`src/rtl/async_reg_bus_port.sv`:
```
// async_reg_bus_port: control register with a byte-masked valid/ready access port,
// sticky hardware set inputs and a single-entry registered response buffer.
module async_reg_bus_port #(
    parameter int unsigned       WIDTH       = 32,
    parameter logic [WIDTH-1:0]  RESET_VALUE = '0,
    parameter logic [WIDTH-1:0]  WRITE_MASK  = '1
) (
    input  logic                 clk,
    input  logic                 rst,
    input  logic                 req_valid,
    output logic                 req_ready,
    input  logic                 req_write,
    input  logic [WIDTH-1:0]     req_wdata,
    input  logic [WIDTH/8-1:0]   req_mask,
    output logic                 resp_valid,
    input  logic                 resp_ready,
    output logic [WIDTH-1:0]     resp_rdata,
    output logic                 resp_was_write,
    input  logic [WIDTH-1:0]     hw_set,
    output logic [WIDTH-1:0]     q
);

    typedef enum logic {
        EMPTY = 1'b0,
        FULL  = 1'b1
    } state_t;

    state_t           state;
    logic             acc;
    logic [WIDTH-1:0] bm;
    logic [WIDTH-1:0] q_n;

    // Ready depends only on buffer occupancy, consumer ready and reset.
    assign resp_valid = (state == FULL);
    assign req_ready  = ~rst & (~resp_valid | resp_ready);
    assign acc        = req_valid & req_ready;

    // Byte-lane enables expanded to bits, restricted to the writable bits.
    always_comb begin
        bm = '0;
        for (int i = 0; i < int'(WIDTH); i++) begin
            bm[i] = req_mask[i/8] & WRITE_MASK[i];
        end
    end

    // Register next state: bus write first, then sticky hardware sets on top.
    always_comb begin
        q_n = q;
        if (acc && req_write) begin
            q_n = (q & ~bm) | (req_wdata & bm);
        end
        q_n = q_n | hw_set;
    end

    // Register contents.
    always_ff @(posedge clk or posedge rst) begin
        if (rst) begin
            q <= RESET_VALUE;
        end else begin
            q <= q_n;
        end
    end

    // Response buffer: captures the pre-update value on every accept.
    always_ff @(posedge clk or posedge rst) begin
        if (rst) begin
            state          <= EMPTY;
            resp_rdata     <= '0;
            resp_was_write <= 1'b0;
        end else begin
            case (state)
                EMPTY: begin
                    if (acc) begin
                        state          <= FULL;
                        resp_rdata     <= q;
                        resp_was_write <= req_write;
                    end
                end
                FULL: begin
                    if (acc) begin
                        resp_rdata     <= q;
                        resp_was_write <= req_write;
                    end else if (resp_ready) begin
                        state <= EMPTY;
                    end
                end
                default: state <= EMPTY;
            endcase
        end
    end

endmodule

```
`config.mk`:
```
export PLATFORM = sky130hd
export DESIGN_NAME = async_reg_bus_port
export DESIGN_NICKNAME = d
export VERILOG_FILES = /design/src/rtl/async_reg_bus_port.sv
export SDC_FILE = /design/constraint.sdc
export NUM_CORES = 1
export LEC_CHECK = 0
export BUFFER_PORTS_ARGS = -buffer_cell sky130_fd_sc_hd__buf_4
export CAP_MARGIN = 15
export CORE_MARGIN = 5
export CORE_UTILIZATION = 50
export CTS_BUF_LIST = sky130_fd_sc_hd__clkbuf_4 sky130_fd_sc_hd__clkbuf_8
export CTS_CLUSTER_SIZE = 14
export DETAILED_ROUTE_END_ITERATION = 10
export PLACE_DENSITY = 0.86
export SYNTH_ARGS = -nofsm -noshare
export SYNTH_HDL_FRONTEND = slang
export SYNTH_SLANG_ARGS = --single-unit
```
`constraint.sdc`:
```
create_clock -name clk -period 4.3 [get_ports clk]
set_clock_uncertainty 0.1 [all_clocks]
set_input_delay 0.43 -clock clk [delete_from_list [all_inputs] [get_ports clk]]
set_output_delay 0.43 -clock clk [all_outputs]
set_load 0.01 [all_outputs]
```
# --- After elaboration in Yosys (flattened, before gate mapping) ---
# Index checks and enable logic that the tools add are counted.
word_totals:
  elab_cells: 22
  mem_bits_ro: 0
  register_bits: 66
  memories: 0
  mem_bits_rw: 0
  latchBits: 0
op_classes:
  bitwise_logic: 10
  n_mux: 7
  shifts: 0
  multipliers: 0
  n_addsub: 0
  order_cmp: 0
  n_reduce_logical: 1
  eq_ne: 0
  n_div: 0
ops:
  columns: ["operator", "count"]
  rows:
  - ["$and A32 B32 Y32", 2]
  - ["$mux W32", 2]
  - ["$or A32 B32 Y32", 2]
  - ["$not A32 Y32", 1]
  - ["$mux W1", 4]
  - ["$and A1 B1 Y1", 2]
  - ["$not A1 Y1", 2]
  - ["$pmux W1 S2", 1]
  - ["$logic_and A1 B1 Y1", 1]
  - ["$or A1 B1 Y1", 1]

# --- Longest topological paths before layout ---
logic_depth:
  ltp_word: 7
  mapped_depth: 6
  mapped_depth_nobuf: 3

# --- Least setup slack after synthesis ---
# Ideal clock, no wire load.
synth_path:
  path_kind: "input port to flip-flop"
  startpoint: "input port rst"
  endpoint: "register resp_rdata[0]"
  path_buffers: 2
  setup_slack_ns: 1.913
  setup_ns: 0.125
  path_stages: 5
  t_arrival_ns: 2.162
  required_ns: 4.075
  path_cell_list: "inv_2 and3_4 buf_6 buf_12 mux2_4"
synth_between:
  elab_chain_len: 3
synth_rtl:
  columns: ["element", "line", "rtl"]
  rows:
  - ["from (decl)", "9", "input logic rst,"]
  - ["$not A1 Y1", "35", "assign req_ready = ~rst & (~resp_valid | resp_ready);"]
  - ["$and A1 B1 Y1", "35", null]
  - ["$and A1 B1 Y1", "36", "assign acc = req_valid & req_ready;"]
  - ["to (signal assigned)", "75", "resp_rdata <= q;"]
  - ["to (signal assigned)", "81", "resp_rdata <= q;"]
  - ["to (decl)", "17", "output logic [WIDTH-1:0] resp_rdata,"]
# Every way passes these cells.
# A chain may end at the register's enable or synchronous reset.

# --- Final worst setup path ---
layout_path:
  startpoint: "input port rst"
  endpoint: "register resp_rdata[16]"
# The elaborated chain is that of the path after synthesis.

==> impl_metrics.json <==
{
  "status": "complete, no violations",
  "worstMarginPinSlew_ps": 677.4,
  "max_freq_ghz": 0.4250,
  "cap_violations": 0,
  "cp.arrival_ps": 2470,
  "power_frac_comb_pct": 13.1,
  "wl_um": 6818,
  "switching_power_uw": 297.4,
  "cts.clk_slew.worst_paths_ps": 70,
  "finalSetupViolations": 0,
  "placementRows": 27,
  "p_leak_nw": 1.986,
  "final_cells": 434,
  "ys_seq_area_share_pct": 57.29,
  "syn_nets": 285,
  "cts_tree": "yes",
  "power_density_mw_per_mm2": 321.7,
  "grt_overflow": 0,
  "fin_crit_sh_pct": 54.72,
  "routabilityCongestion": 0.7593,
  "power_frac_seq_pct": 49.2,
  "synthCells": 212,
  "grt_max_degree": 56,
  "yosysWarnings": 0,
  "antenna_found_initial": 0,
  "drive_gt1_share_pct": 54.42,
  "fin_util_pct": 74.73,
  "drv_slew": 0,
  "p_int_mw": 1.034,
  "p_clk_share_pct": 37.7,
  "netSwitchingFraction_pct": 22.33,
  "final_area_mm2": 0.004140,
  "grt_pass1_wl_um": 10960,
  "dpl.cell_count": 418,
  "drc": 0,
  "antenna_left": 0,
  "syn_area_mm2": 0.002883,
  "root_buffer": "clkbuf_8",
  "clock_sinks": 66,
  "peakVddDrop_uv": 175.9,
  "routed_wire_length_per_instance_um": 15.71,
  "htree_levels": 3,
  "synth.avg_cell_area_um2": 13.60,
  "vias": 2107,
  "critPathCaptureType": "flip-flop",
  "die_w_um": 85.93,
  "drt_first_pass_iters": 4,
  "die_h_um": 85.93,
  "track_usage_pct": 19.04,
  "die_area_mm2": 0.007384,
  "start_util_pct": 52.03,
  "grt_pass1_vias": 2286,
  "fillers": 395,
  "cts-buffers-inserted": 9,
  "multi_input_area_mm2": 0.001141,
  "reg2reg_slack_ps": 2520,
  "cp.required_ps": 4410,
  "hpwl_um": 5203,
  "startpoint_type": "primary input",
  "timing.setup.tns_ps": 0,
  "clock_path_buffers": 2,
  "mostFrequentLayoutCell": "buf_4",
  "critPathMaxFanout": 34,
  "nNetsFinal": 431,
  "worst_hold_path_type": "in -> reg",
  "worstSkewPairLatency_ps": 320,
  "ioPinCount": 140,
  "synth_seq_cells": 66,
  "fp.coreArea_mm2": 0.005540,
  "syn2layout_area_growth_pct": 43.62,
  "hold_violations": 0,
  "dr.first_iter.drc_count": 37,
  "setup.worst_path.class": "in -> reg",
  "final_cell_mix": "buf_4 (140), dfrtp_1 (66), nor2_1 (65)",
  "placedInstanceArea_mm2": 0.003938,
  "yosysUniqueCellTypes": 15,
  "max_slew_margin_pct": 54.84,
  "whs_ps": 251.6,
  "diodes": 0,
  "min_period_ps": 2353,
  "seq_area_mm2": 0.001652,
  "viasPerCell": 4.855,
  "port_buffers": 139,
  "grt_setup_unrepaired": "no"
}
==> timing repair <==
action / CTS / global route
gates resized for setup: 0 / 0
hold endpoints to repair: 11 / 0
hold buffers: 1 / 0
setup buffers: 0 / 0
==> cells by family after synthesis <==
family | after synthesis | synth area share (%)
buffers and inverters | 7 | 3.125
multiplexers | 65 | 27.78
AND/OR/NAND/NOR | 74 | 11.81
flip-flops | 66 | 57.29
==> cell type report <==
cell class	count	area share [%]
clock buffer	12	3.687
tap	72	2.176
multi-input combinational	139	27.56
timing repair buffer	141	25.63
inverter	1	0.09066
clock inverter	3	0.9671
sequential	66	39.89
==> power by group through the flow <==
stage,combinational [mW],sequential (mW),clock [mW]
after floorplan,0.0752,0.673,0
after global placement,0.171,0.666,0
after detailed placement,0.176,0.666,0
after CTS,0.177,0.655,0.511
after global routing,0.190,0.657,0.539
final,0.174,0.655,0.503
==> registers in the layout (all words and copies together) (netlist names) <==
register / flops
resp_rdata: 32
q: 32
resp_valid: 1
resp_was_write: 1
==> cells in the mapped netlist <==
cell type  number  area share, %
mux2i_1        32             11
mux2_2          4            1.6
buf_12          3            2.1
or2_2           1           0.22
and2_1          1           0.22
buf_6           2           0.78
inv_2           1           0.13
dfrtp_1        66             57
nor2_1         65            8.5
and2b_2         1           0.30
mux2_4         29             15
nand4_2         4            1.7
and3_4          1           0.39
nand2b_4        1           0.48
clkbuf_1        1           0.13
==> worst max-delay path, stage by stage <==
cell and delay (ps):
dlygate4sd3_1 550, buf_4 140, inv_2 260, and3_4 670, mux2_2 400
==> stage by stage <==
stage | power (mW) | setup slack (ps)
after floorplan | 0.7485 | 1913
after global placement | 0.8370 | 2177
after detailed placement | 0.8424 | 2131
after CTS | 1.343 | 1942
after global routing | 1.386 | 1810
final | 1.332 | 1947
==> worst paths after layout <==
kind	startpoint	end	cells after the start
max in group asynchronous	rst	resp_rdata[0]	4
setup reg to reg	resp_valid	resp_rdata[16]	3
hold reg to reg	resp_rdata[17]	resp_rdata[17]	1
setup / recovery	rst	resp_rdata[16]	5
hold / removal	req_write	resp_was_write	2
min in group asynchronous	rst	resp_rdata[10]	3
==> routing by layer <==
layer,part of all wire [%],vias to the layer above,track usage (%)
met5,0,-,0
met4,1.7,0,7.482
met3,9.0,13,6.148
met2,50,88,32.10
met1,39,1002,22.49
li1,-,1004,-
(Power assumes the default switching activity.)
